**src/rtl/adder_pkg.sv**
```systemverilog
// Shared types and elaboration helpers for the pipelined adder/subtractor.
package adder_pkg;

    typedef enum logic {
        OP_ADD = 1'b0,
        OP_SUB = 1'b1
    } op_e;

    // Bits handled by each pipeline stage; guarded so a bad STAGES cannot divide by zero.
    function automatic int unsigned chunk_width(input int unsigned width, input int unsigned stages);
        return (stages == 0) ? width : width / stages;
    endfunction

    function automatic bit params_legal(input int unsigned width, input int unsigned stages);
        return (stages >= 1) && (stages <= width) && ((width % stages) == 0);
    endfunction

endpackage

```
**src/rtl/adder_pipe_stage.sv**
```systemverilog
// One carry chunk of the pipelined adder: CW-bit add with carry-in/out and its stage register.
module adder_pipe_stage
    import adder_pkg::*;
#(
    parameter int unsigned CW = 4
) (
    input  logic          clk,
    input  logic          rst,
    input  logic          advance,
    input  logic          in_valid,
    input  logic [CW-1:0] in_a,
    input  logic [CW-1:0] in_b,
    input  logic          in_cin,
    output logic          out_valid,
    output logic [CW-1:0] out_sum,
    output logic          out_cout,
    output logic          out_ovf
);

    logic [CW:0] sum_c;

    assign sum_c = {1'b0, in_a} + {1'b0, in_b} + (CW + 1)'(in_cin);

    // Overflow is only meaningful on the chunk holding the operand sign bits.
    always_ff @(posedge clk or posedge rst) begin
        if (rst) begin
            out_valid <= 1'b0;
            out_sum   <= '0;
            out_cout  <= 1'b0;
            out_ovf   <= 1'b0;
        end else if (advance) begin
            out_valid <= in_valid;
            out_sum   <= sum_c[CW-1:0];
            out_cout  <= sum_c[CW];
            out_ovf   <= (in_a[CW-1] == in_b[CW-1]) && (sum_c[CW-1] != in_a[CW-1]);
        end
    end

endmodule

```
**src/rtl/adder_pipe.sv**
```systemverilog
// Pipelined WIDTH-bit adder/subtractor split into STAGES registered carry chunks.
// Subtract support is built only when ADDER_PIPE_SUB_EN is defined.
module adder_pipe
    import adder_pkg::*;
#(
    parameter int unsigned WIDTH  = 16,
    parameter int unsigned STAGES = 4
) (
    input  logic             clk,
    input  logic             rst,
    input  logic             in_valid,
    output logic             in_ready,
    input  logic [WIDTH-1:0] in_a,
    input  logic [WIDTH-1:0] in_b,
    input  logic             in_sub,
    output logic             out_valid,
    input  logic             out_ready,
    output logic [WIDTH:0]   out_sum,
    output logic             out_ovf
);

    localparam int unsigned CW   = chunk_width(WIDTH, STAGES);
    localparam int unsigned LAST = STAGES - 1;

    if (!params_legal(WIDTH, STAGES)) begin : g_bad_params
        $error("adder_pipe: WIDTH must be a multiple of STAGES with 1 <= STAGES <= WIDTH");
    end

    logic             advance;
    logic [WIDTH-1:0] b_eff;
    logic             cin0;

`ifdef ADDER_PIPE_SUB_EN
    op_e op;

    assign op    = op_e'(in_sub);
    assign b_eff = (op == OP_SUB) ? ~in_b : in_b;
    assign cin0  = (op == OP_SUB);
`else
    logic sub_unused;

    assign sub_unused = in_sub;
    assign b_eff      = in_b;
    assign cin0       = 1'b0;
`endif

    // The whole pipe moves as one; a stalled output freezes every stage.
    assign advance  = !out_valid || out_ready;
    assign in_ready = advance && !rst;

    for (genvar k = 0; k < STAGES; k++) begin : g_stage
        localparam int unsigned UPW = WIDTH - CW * k;

        logic [UPW-1:0]        a_up;
        logic [UPW-1:0]        b_up;
        logic                  cin;
        logic                  vin;
        logic                  v_q;
        logic                  c_q;
        logic                  ovf_q;
        logic [CW-1:0]         s_q;
        logic [(k+1)*CW-1:0]   acc;

        if (k == 0) begin : g_head
            assign a_up = in_a;
            assign b_up = b_eff;
            assign cin  = cin0;
            assign vin  = in_valid;
            assign acc  = s_q;
        end else begin : g_body
            logic [k*CW-1:0] lo_q;

            // Skew the still-unused operand chunks forward, deskew finished sum chunks alongside.
            always_ff @(posedge clk or posedge rst) begin
                if (rst) begin
                    a_up <= '0;
                    b_up <= '0;
                    lo_q <= '0;
                end else if (advance) begin
                    a_up <= g_stage[k-1].a_up[UPW+CW-1:CW];
                    b_up <= g_stage[k-1].b_up[UPW+CW-1:CW];
                    lo_q <= g_stage[k-1].acc;
                end
            end

            assign cin = g_stage[k-1].c_q;
            assign vin = g_stage[k-1].v_q;
            assign acc = {s_q, lo_q};
        end

        adder_pipe_stage #(
            .CW(CW)
        ) u_stage (
            .clk      (clk),
            .rst      (rst),
            .advance  (advance),
            .in_valid (vin),
            .in_a     (a_up[CW-1:0]),
            .in_b     (b_up[CW-1:0]),
            .in_cin   (cin),
            .out_valid(v_q),
            .out_sum  (s_q),
            .out_cout (c_q),
            .out_ovf  (ovf_q)
        );

        if (k == LAST) begin : g_tail
            assign out_valid = v_q;
            assign out_sum   = {c_q, acc};
            assign out_ovf   = ovf_q;
        end else begin : g_mid
            logic ovf_unused;

            assign ovf_unused = ovf_q;
        end
    end

endmodule

```
**config.mk**
```make
export PLATFORM = sky130hd
export DESIGN_NAME = adder_pipe
export DESIGN_NICKNAME = d
export VERILOG_FILES = /design/src/rtl/adder_pkg.sv /design/src/rtl/adder_pipe_stage.sv /design/src/rtl/adder_pipe.sv
export SDC_FILE = /design/constraint.sdc
export NUM_CORES = 1
export LEC_CHECK = 0
export ABC_AREA = 1
export CAP_MARGIN = 10
export CORE_MARGIN = 4
export CORE_UTILIZATION = 54
export CTS_CLUSTER_DIAMETER = 150
export DETAILED_ROUTE_END_ITERATION = 6
export PLACE_DENSITY = 0.87
export SLEW_MARGIN = 20
export SYNTH_ARGS = -nofsm -noshare
export SYNTH_HDL_FRONTEND = slang
export SYNTH_SLANG_ARGS = --single-unit
```
**constraint.sdc**
```tcl
create_clock -name clk -period 3.8 [get_ports clk]
set_input_delay 0.57 -clock clk [delete_from_list [all_inputs] [get_ports clk]]
set_output_delay 0.57 -clock clk [all_outputs]
set_load 0.01 [all_outputs]
```
==> metrics.md <==
| Metric | Value |
|---|---|
| Setup crit end kind | `output port` |
| Area growth syn-to-layout | `19.7%` |
| Remaining global-route overflow | `0` |
| Via/cell ratio | `5.04` |
| Core area | `7370 µm²` |
| WHS Path Cells | `2` |
| Sequential power share | `0.446` |
| Die Ht | `95.9 µm` |
| RSZ-0062 raised after global routing | `false` |
| Syn nets | `520` |
| Cts bufs inserted | `9` |
| Post-Synthesis Cells | `463` |
| CTS tree | `yes` |
| #FFs+latches synth | `97` |
| Initial Util | `0.566` |
| Dpl hpwl | `5160 µm` |
| Family with the most delay on the worst path | `buffers and inverters` |
| Critical R2R Capture | `g_stage[3].u_stage.out_cout` |
| N_diodes | `0` |
| Worst-path maximum fanout | `4` |
| CTS resizes | `0` |
| First-pass GRT wire length | `13500 µm` |
| Area share of fa/ha/maj cells after synthesis | `0.0725` |
| Number of global-route vias before repair | `3142` |
| Layout cells sized above 1 | `0.0463` |
| Cell Rows | `31` |
| Simple-Gate Fraction of Synth Area | `0.194` |
| Worst skew pair latency | `0.37 ns` |
| DRT Pass-1 Iters | `4` |
| Post-CTS Setup Repair Bufs | `0` |
| Critical Path AT | `1.78 ns` |
| Initial antenna violation count | `0` |
| Final Cycle Share | `0.619` |
| Avg WL per Cell | `12.3 µm` |
| Total global-route track usage | `0.190` |
| Gpl congestion | `0.796` |
| VDD IR max | `0.000461 V` |
| Clk_skew | `0.00737 ns` |
| FF-to-FF setup slack | `2.15 ns` |
| Worst hold margin | `0.484 ns` |
| Max_slew headroom | `0.575` |
| Largest stage delay, worst path | `0.54 ns` |
| Routed vias | `3108` |
| Worst setup SP type | `input pin` |
| Worst-case reg-to-reg path depth | `8` |
| Clk sinks | `97` |
| Final hold vios | `0` |
| Synth Area in Compound Gates | `0.0791` |
| Sw frac | `0.365` |
| Reg2reg start | `g_stage[3].a_up[0]` |
| CTS clk-pin slew, worst paths | `0.09 ns` |
| Mux cell area share after synthesis | `0` |
| Status | `finished, final reports clean` |
| Post-CTS Hold Fix Bufs | `0` |
| YS warnings | `0` |
| Unique masters post-synth | `19` |
| Largest family of logic cells by synthesized area | `simple AND/OR/NAND/NOR gates` |
| Max H-tree Level | `3` |
| CP max-delay cell | `clkdlybuf4s50_1` |
| NetSw | `0.00139 W` |
| WHS Endpoint | `g_stage[2].a_up[0]` |
| Final setup viols | `0` |
| Hold Crit Start | `g_stage[1].a_up[4]` |
| # port buffers | `55` |
| Slew @ Worst Pin | `0.637 ns` |
| Crit-path cells | `clkdlybuf4s50_1 -> nor2_4 -> nor2_1 -> clkdlybuf4s50_1` |
| Nets@finish | `570` |
| Setup TNS | `0 ns` |
| Full die area | `9200 µm²` |
| XOR/XNOR Fraction of Synth Area | `0.00210` |
| Critical path's most frequent cell | `clkdlybuf4s50_1` |
| Clk pwr share | `0.179` |
| # DRC | `0` |
| Combinational share of power | `0.375` |
| Pwr Density | `761 nW/µm²` |
| Slew Viols, Final | `0` |
| LEAKAGE | `2.52 nW` |
| Crit path time final | `2.35 ns` |
| Max Clock Freq | `425 MHz` |
| Buffers and inverters on the worst path | `2` |
| Int Pwr | `0.00242 W` |
| Clock Tree Buf Depth | `2` |
| Worst min path class | `reg2reg` |
| Max Cap Viol | `0` |
| Sequential share of the synthesized area | `0.582` |
| Die width | `95.9 µm` |
| Required @ worst endpoint | `3.23 ns` |
| Post-Syn Area per Cell | `9.02 µm²` |
| Pin count of the biggest net entering global routing | `74` |
| Wirelength, routed | `7560 µm` |
| Post-Synthesis Cell Area | `4170 µm²` |
| DR iter-0 viols | `118` |
| Critical path class | `in2out` |
| Post-detailed-route count of antenna-violating nets | `0` |
| Root Driver | `clkbuf_8` |
| I/O Pins | `57` |
==> worst min-delay path, stage by stage, from the launching register on <==
cell and delay (ns):
dfrtp_1 0.35, nand2_1 0.05, nand2_1 0.05
==> through the flow <==
| step | total power [W] | utilization | std cells | area (µm²) | setup WS (ns) |
|---|---|---|---|---|---|
| finish | 0.00380 | 0.678 | 617 | 5000 | 1.45 |
| detailed placement | 0.00314 | 0.650 | 601 | 4790 | 1.46 |
| global route | 0.00415 | 0.678 | 617 | 5000 | 1.39 |
| global placement | 0.00303 | 0.650 | 601 | 4790 | 1.45 |
| floorplan | 0.00265 | - | 463 | 4170 | 0.696 |
| CTS | 0.00383 | 0.678 | 617 | 5000 | 1.44 |
==> cells by family (layout without fill, tap and decap cells) <==
family                     after synthesis  after routing
adders and majority gates               20             20
xor gates and xnor gates                 1              1
DFF                                     97             97
buffers and inverters                   71            126
AOI/OAI and AO/OA                       66             66
and+or+nand+nor                        208            208
==> sequential cells by signal, indices dropped and copies added, names as in the netlist <==
| name | count |
|---|---|
| g_stage.b_up | 24 |
| g_stage.u_stage.out_sum | 16 |
| g_stage.u_stage.out_cout | 4 |
| g_stage.u_stage.out_valid | 4 |
| g_stage.g_body.lo_q | 24 |
| g_stage.u_stage.out_ovf | 1 |
| g_stage.a_up | 24 |
==> area by class of cell <==
type                    instances  area, µm²
well taps                      99        124
fillers                       588       2370
clock buffers                  11        141
inverters                      50        190
clock inverters                 5       62.6
repair buffers                 60        601
multi-input cells             295       1450
flip-flops and latches         97       2430
==> layout by cell type, fill, tap and decap left out, drive strengths merged, types with 11 or more instances in the layout <==
cell and n:
clkbuf 11, clkdlybuf4s50 55, dfrtp 97, ha 13, inv 52, nand2 181
nand3 15, nor2 11, o21ai 59
==> power groups by stage <==
| stage | registers, W | clock network [W] | logic [W] |
|---|---|---|---|
| 6_report | 0.00170 | 0.000681 | 0.00143 |
| 5_1_grt | 0.00175 | 0.000737 | 0.00165 |
| 4_1_cts | 0.00170 | 0.000688 | 0.00145 |
| 3_5_place_dp | 0.00171 | 0 | 0.00143 |
| 3_3_place_gp | 0.00169 | 0 | 0.00134 |
| 2_1_floorplan | 0.00171 | 0 | 0.000942 |
==> worst max path at each step <==
stage / start / endpoint / slack [ns] / cells past startpoint
floorplan: rst / g_stage[0].u_stage.out_cout / 0.70 / 1
global placement: out_ready / in_ready / 1.45 / 4
detailed placement: out_ready / in_ready / 1.46 / 4
CTS: out_ready / in_ready / 1.44 / 4
global route: out_ready / in_ready / 1.39 / 4
finish: out_ready / in_ready / 1.45 / 4
==> cell usage after synthesis <==
cell | instances | area (µm²)
xor2_1 | 1 | 8.76
a21oi_1 | 7 | 35.0
dfrtp_1 | 97 | 2430
nor2_1 | 10 | 37.5
buf_4 | 2 | 15.0
o21ai_1 | 35 | 175
o21ai_0 | 24 | 120
nor2_4 | 1 | 11.3
nand3_1 | 15 | 75.1
buf_6 | 1 | 11.3
or2_2 | 1 | 6.26
buf_1 | 2 | 7.51
clkbuf_1 | 5 | 18.8
fa_1 | 7 | 140
nand2_1 | 181 | 679
ha_1 | 13 | 163
inv_1 | 49 | 184
inv_2 | 1 | 3.75
buf_2 | 11 | 55.1
==> metal layers <==
layer,part of all wire,track usage
met5,0,0
met4,0.020,0.0794
met3,0.047,0.0375
met2,0.50,0.329
met1,0.43,0.232
(Power assumes the default switching activity.)
